$ cat src/rtl/shift_reg_pkg.sv
// Shared constants and types for the universal shift register and its burst controller.
package shift_reg_pkg;

  localparam logic [1:0] MODE_HOLD  = 2'b00;
  localparam logic [1:0] MODE_RIGHT = 2'b01;
  localparam logic [1:0] MODE_LEFT  = 2'b10;
  localparam logic [1:0] MODE_LOAD  = 2'b11;

  localparam logic DIR_RIGHT = 1'b0;
  localparam logic DIR_LEFT  = 1'b1;

  typedef enum logic {
    ST_IDLE  = 1'b0,
    ST_BURST = 1'b1
  } burst_state_t;

  // Datapath select; encoding matches the manual mode field so idle mode passes straight through.
  typedef enum logic [1:0] {
    SEL_HOLD  = 2'b00,
    SEL_RIGHT = 2'b01,
    SEL_LEFT  = 2'b10,
    SEL_LOAD  = 2'b11
  } sel_t;

endpackage

$ cat src/rtl/shift_burst_ctrl.sv
// IDLE/BURST controller: owns the shift count, latched direction and busy/done status,
// and tells the datapath which operation to perform on each edge.
module shift_burst_ctrl
  import shift_reg_pkg::*;
#(
  parameter int WIDTH = 8
) (
  input  logic       clk,
  input  logic       rst_n,
  input  logic [1:0] mode,
  input  logic       start,
  input  logic       dir,
  output sel_t       sel,
  output logic       busy,
  output logic       done
);

  localparam int CW = $clog2(WIDTH + 1);

  burst_state_t   state, state_next;
  logic [CW-1:0]  count, count_next;
  logic           dir_q, dir_next;
  logic           done_next;

  always_ff @(posedge clk) begin
    if (!rst_n) begin
      state <= ST_IDLE;
      count <= '0;
      dir_q <= DIR_RIGHT;
      done  <= 1'b0;
    end else begin
      state <= state_next;
      count <= count_next;
      dir_q <= dir_next;
      done  <= done_next;
    end
  end

  // A burst always runs exactly WIDTH shifts; count only decrements while it is at least 1.
  always_comb begin
    state_next = state;
    count_next = count;
    dir_next   = dir_q;
    done_next  = 1'b0;
    case (state)
      ST_IDLE: begin
        if (start) begin
          state_next = ST_BURST;
          count_next = CW'(WIDTH);
          dir_next   = dir;
        end
      end
      ST_BURST: begin
        count_next = count - CW'(1);
        if (count == CW'(1)) begin
          state_next = ST_IDLE;
          done_next  = 1'b1;
        end
      end
      default: state_next = ST_IDLE;
    endcase
  end

  always_comb begin
    busy = (state == ST_BURST);
    sel  = sel_t'(mode);
    if (state == ST_BURST) begin
      sel = (dir_q == DIR_LEFT) ? SEL_LEFT : SEL_RIGHT;
    end else if (start) begin
      sel = SEL_LOAD;
    end
  end

endmodule

$ cat src/rtl/universal_shift_register.sv
// WIDTH-bit universal shift register (hold/right/left/load) with an autonomous
// serializer burst driven by shift_burst_ctrl.
module universal_shift_register
  import shift_reg_pkg::*;
#(
  parameter int               WIDTH       = 8,
  parameter logic [WIDTH-1:0] RESET_VALUE = '0
) (
  input  logic             clk,
  input  logic             rst_n,
  input  logic [1:0]       mode,
  input  logic [WIDTH-1:0] D,
  input  logic             S_in_r,
  input  logic             S_in_l,
  input  logic             start,
  input  logic             dir,
  output logic [WIDTH-1:0] Q,
  output logic             S_out_r,
  output logic             S_out_l,
  output logic             busy,
  output logic             done
);

  sel_t             sel;
  logic [WIDTH-1:0] shr, shl;

  shift_burst_ctrl #(.WIDTH(WIDTH)) u_ctrl (
    .clk   (clk),
    .rst_n (rst_n),
    .mode  (mode),
    .start (start),
    .dir   (dir),
    .sel   (sel),
    .busy  (busy),
    .done  (done)
  );

  // Built by shift-then-patch so WIDTH=1 needs no special case.
  always_comb begin
    shr            = Q >> 1;
    shr[WIDTH-1]   = S_in_r;
    shl            = Q << 1;
    shl[0]         = S_in_l;
  end

  always_ff @(posedge clk) begin
    if (!rst_n) begin
      Q <= RESET_VALUE;
    end else begin
      case (sel)
        SEL_HOLD:  Q <= Q;
        SEL_RIGHT: Q <= shr;
        SEL_LEFT:  Q <= shl;
        SEL_LOAD:  Q <= D;
        default:   Q <= Q;
      endcase
    end
  end

  assign S_out_r = Q[0];
  assign S_out_l = Q[WIDTH-1];

endmodule

$ cat config.mk
export PLATFORM = sky130hd
export DESIGN_NAME = universal_shift_register
export DESIGN_NICKNAME = d
export VERILOG_FILES = /design/src/rtl/shift_reg_pkg.sv /design/src/rtl/shift_burst_ctrl.sv /design/src/rtl/universal_shift_register.sv
export SDC_FILE = /design/constraint.sdc
export NUM_CORES = 1
export LEC_CHECK = 0
export ABC_AREA = 1
export BUFFER_PORTS_ARGS = -buffer_cell sky130_fd_sc_hd__buf_2
export CAP_MARGIN = 20
export CELL_PAD_IN_SITES_DETAIL_PLACEMENT = 1
export CELL_PAD_IN_SITES_GLOBAL_PLACEMENT = 1
export CORE_MARGIN = 2
export CORE_UTILIZATION = 36
export DETAILED_ROUTE_END_ITERATION = 10
export PLACE_DENSITY_LB_ADDON = 0.1
export REMOVE_ABC_BUFFERS = 1
export SETUP_SLACK_MARGIN = 0.5
export SLEW_MARGIN = 10
export SYNTH_ARGS = -nofsm -noshare
export SYNTH_HDL_FRONTEND = slang
export SYNTH_SLANG_ARGS = --single-unit
export TNS_END_PERCENT = 100
$ cat constraint.sdc
create_clock -name clk -period 2.9 [get_ports clk]
set_clock_uncertainty 0.1 [all_clocks]
set_input_delay 0.435 -clock clk [delete_from_list [all_inputs] [get_ports clk]]
set_output_delay 0.435 -clock clk [all_outputs]
set_load 0.02 [all_outputs]
==> metrics, run 1 <==
status finished, final reports clean; clock tree root buffer cell clkbuf_4; post-synthesis sequential area ratio 32.8%; RSZ-0062 raised after global routing no; Net Switching 0.000193 W; Bufs on Longest Clock Path 2; post-synthesis adder-cell area fraction 2.74%; Post-CTS Hold Fix Bufs 0; Sink Count 15; initial antenna violation count 0; crit path buf inv count 1; mux cell area share after synthesis 0%; most common cell after layout, fill and taps aside nand2_1; register share of total power 46.1%; Setup Crit Path Kind flop to output port; FP Rows 18; crit share post-route 61.4%; largest net degree at the start of global routing 18; Synth Area in XOR/XNOR 0%; TritonCTS Buffers 3; most frequent cells in the layout nand2_1 (32), buf_2 (27), nor2_1 (26); CP delay by family, top flip-flops; GRT overflow 0; I/O Pins 28; Startpoint Class flop; max_slew headroom 62.7%; crit end category output port; DR iter-0 viols 3; ANT nets after route 0; DRC viols 0; MaxCap Viol Count 0; layout cells sized above 1 25.0%; GP Congestion 0.804; P_int 0.000332 W; core area 2430 sq um; P per Cell Area 491 nW/um^2; Min-Delay Path Class input port to flop; area delta synth->final 17.0%; Pre-antenna DRT Iters 4; crit-path max FO 11; Worst-Skew Late Latency 0.29 ns; synthesis-stage register bit count 15; worst-path cell chain buf_2; die width 54.4 um; first-pass GRT wire length 3960 um; WL per Instance 12.0 um; post-route setup TNS 0 ns; total power 0.000525 W; Max VDD drop 0.258 mV; complex-gate fraction of the synthesized area 9.99%; worst endpoint data arrival time 1.25 ns; Fmax achieved 562 MHz; Worst EP required 2.37 ns; Synth Area in Simple Gates 42.1%; clock-pin slew of the registers on the worst-case setup and hold paths 0.10 ns; Cells after Synth 138; Final Max Tran Viols 0; final net count 183; GRT Util Overall 18.5%; synth warn 0; Post-CTS Setup Bufs 0; antenna cells 0; detailed placer's ending HPWL 1770 um; WL final 2330 um; Fin. Hold Viols 0; Initial Utilization 37.6%; largest family of logic cells by synthesized area simple AND/OR/NAND/NOR gates; Netlist Area Pre-Place 915 sq um; CTS tree done; Worst-Margin Slew 0.559 ns; critical path's largest stage delay 0.69 ns; cell at the slowest stage of the critical path dfxtp_1; minimum clock period 1.78 ns; switch share 36.7%; die area 2960 sq um; Leak 0.571 nW; mean post-synth cell area 6.63 sq um; vias per cell 4.73; vias in the first global route 917; I/O Buffers 27; H-tree depth 1; routed via count 917; Clock Power Share 23.8%; combinational share of power 30.2%; Die Height 54.4 um; # resized after CTS 0; setup violators final 0; Synth cell types 20
final cells by class:
type	count	area [sq um]
tap	30	37.5
fill	345	1360
clock inverter	1	5.00
clock buffer	3	22.5
multi-input combinational	100	502
timing repair buffer	27	135
sequential	15	300
inverter	18	67.6
cells by family after synthesis:
kind of cell             Yosys count
AO/OA/AOI/OAI                     18
flip-flops                        15
adder cells (fa/ha/maj)            2
buffers and inverters             23
AND/OR/NAND/NOR                   80
sequential cells by signal, summed over array words and instances, names as in the netlist:
signal	flops
Q	8
u_ctrl.done	1
u_ctrl.count	4
u_ctrl.dir_q	1
u_ctrl.busy	1
routing by layer:
metal	share of wire, %	global-route usage [%]	vias to the layer above
li1	-	-	480
met1	50	23.3	416
met2	45	32.1	19
met3	4.7	2.46	2
met4	0.51	6.25	0
met5	0	0	-
power by group through the flow:
stage / logic [W] / registers, W / clock network (W)
after floorplan: 0.0000902 / 0.000264 / 0
after global placement: 0.000157 / 0.000246 / 0
after detailed placement: 0.000160 / 0.000247 / 0
after CTS: 0.000161 / 0.000242 / 0.000133
after global routing: 0.000180 / 0.000245 / 0.000145
final: 0.000158 / 0.000242 / 0.000125
worst paths after layout:
kind                   start              end  slack (ns)  depth (start not counted)
max reg2reg      u_ctrl.busy             Q[1]        1.23                          7
max              u_ctrl.busy             busy        1.12                          1
min                      dir     u_ctrl.dir_q        0.34                          3
min reg2reg  u_ctrl.count[2]  u_ctrl.count[2]        0.35                          1
synth_stat cells:
cell	instances	share of area (%)
a21oi_1	6	3.3
a31oi_1	1	0.68
buf_4	2	1.6
buf_6	1	1.2
buf_8	1	1.6
clkbuf_1	1	0.41
dfxtp_1	15	33
ha_1	2	2.7
inv_1	18	7.4
nand2_1	32	13
nand2_2	3	2.1
nand2_4	4	4.9
nand3_1	10	5.5
nand4_1	1	0.68
nor2_1	26	11
nor2_4	2	2.5
nor2_8	1	2.2
nor3_1	1	0.55
o21ai_0	7	3.8
o21ai_1	4	2.2
per-stage QoR:
step,setup slack [ns],util (%),std cells,area [sq um],hold WS (ns)
after CTS,1.11,44.0,194,1070,0.334
after global routing,1.02,44.0,194,1070,0.346
final,1.12,44.0,194,1070,0.342
after detailed placement,1.24,42.8,190,1040,0.335
after floorplan,1.33,-,133,870,0.312
after global placement,1.32,42.8,190,1040,0.327
Power figures use the tool's default switching activity.
==> run 2, diff against run 1 <==
Settings changed: CORE_UTILIZATION 36 to 34.
Clock period 2.9 ns to 1.65 ns, I/O delays scaled along.
==> metrics, run 2 (synthesis results as in run 1) <==
GRT overflow 0; WL per Instance 13.8 um; crit-path max FO 8; largest net degree at the start of global routing 13; most frequent cells in the layout nand2_1 (27), nor2_1 (22), inv_1 (16), buf_2 (16), buf_4 (15); hold_sp dir; Min-Delay Path Class input port to flop; met3 wire length 84 um; vias per cell 4.82; Sink Count 15; max_slew headroom 81.1%; Worst-Skew Late Latency 0.28 ns; max reg flops 8; layout cells sized above 1 49.2%; clock tree root buffer cell clkbuf_4; post-route setup TNS 0 ns; H-tree depth 1; die width 55.9 um; Final WS setup 0.354 ns; Worst EP required 1.73 ns; GP Congestion 0.780; Pre-antenna DRT Iters 4; crit share post-route 78.5%; Fmax achieved 772 MHz; top sig layer met4; Hold EP u_ctrl.dir_q; most common cell after layout, fill and taps aside nand2_1; status finished, final reports clean; worst endpoint data arrival time 1.38 ns; minimum clock period 1.30 ns; Max VDD drop 0.441 mV; crit end category flop; GRT Util Overall 19.0%; TritonCTS Buffers 3; detailed placer's ending HPWL 1890 um; CTS tree done; FP Rows 18; pre-CTS setup slack 0.249 ns; met1 WL 1430 um; reg2reg start u_ctrl.busy; core area 2520 sq um; MaxCap Viol Count 0; I/O Buffers 27; DR iter-0 viols 20; antenna cells 0; P per Cell Area 762 nW/um^2; worst reg2reg endpoint Q[1]; WL final 2940 um; area delta synth->final 55.7%; Worst-Margin Slew 0.283 ns; Worst R2R Setup Slack 0.35 ns; routed via count 1026; Post-CTS Hold Fix Bufs 0; Reg2Reg Depth 6; Leak 0.714 nW; setup violators final 0; Initial Utilization 36.3%; RSZ-0062 raised after global routing yes; vias in the first global route 1017; ANT nets after route 0; I/O Pins 28; Setup Crit Path Kind flop to flop; Startpoint Class flop; DRC viols 0; first-pass GRT wire length 4700 um; Worst Hold Depth 3; initial antenna violation count 0; Fin. Hold Viols 0; Bufs on Longest Clock Path 2; register with the highest flop count Q; clock-pin slew of the registers on the worst-case setup and hold paths 0.10 ns; final net count 202; Regs by FF count Q: 8 flops, u_ctrl.count: 4 flops; Final Max Tran Viols 0; die area 3120 sq um; Die Height 55.9 um; wire length on met2 1410 um
[run 2: per-stage QoR]
| stage | total power, W | utilization [%] | std cells | instance area (sq um) | hold slack (ns) |
|---|---|---|---|---|---|
| 3_3_place_gp | 0.000718 | 42.2 | 193 | 1060 | 0.328 |
| 5_1_grt | 0.00115 | 56.4 | 213 | 1420 | 0.137 |
| 3_5_place_dp | 0.000727 | 42.2 | 193 | 1060 | 0.337 |
| 6_report | 0.00108 | 56.4 | 213 | 1420 | 0.128 |
| 4_1_cts | 0.00103 | 50.1 | 205 | 1260 | 0.151 |
| 2_1_floorplan | 0.000622 | - | 133 | 870 | 0.286 |
[run 2: worst max-delay path by stage]
stage	slack (ns)	to	startpoint	cells after the start
after global routing	0.27	Q[3]	u_ctrl.busy	8
after floorplan	0.08	Q[7]	u_ctrl.busy	7
after global placement	0.28	Q[2]	u_ctrl.busy	7
final	0.35	Q[1]	u_ctrl.busy	6
after CTS	0.37	Q[4]	u_ctrl.busy	8
after detailed placement	0.25	Q[0]	start	8
[run 2: final cells by class]
class | count | area [sq um]
Clock buffer | 4 | 26.3
Fill cell | 342 | 1100
Inverter | 18 | 67.6
Multi-Input combinational cell | 101 | 627
Sequential cell | 15 | 315
Tap cell | 30 | 37.5
Timing Repair Buffer | 45 | 350
[run 2: where the power goes]
group	switching [W]	internal (W)
Clock	0.000129	0.0000937
Sequential	0.0000317	0.000400
Combinational	0.000241	0.000190
Total	0.000401	0.000684
[run 2: timing repair]
item | CTS | global route
endpoints found under the setup margin | 23 | 23
gates resized for setup | 37 | 33
pin swaps | 7 | 12
cloned | 1 | 0
setup buffers | 7 | 8
[run 2: critical path: stages, from the launching register on]
cell	delay [ns]
dfxtp_4	0.38
nor2_4	0.17
nand2_8	0.12
nand2_8	0.11
nand2_4	0.10
o21ai_1	0.14
nor2_1	0.06
[run 2: layer usage]
| layer | up-vias | global-route usage (%) |
|---|---|---|
| met2 | 18 | 30.3 |
| met4 | 0 | 5.10 |
| met3 | 2 | 2.33 |
| met1 | 486 | 27.2 |
| met5 | - | 0 |
| li1 | 520 | - |
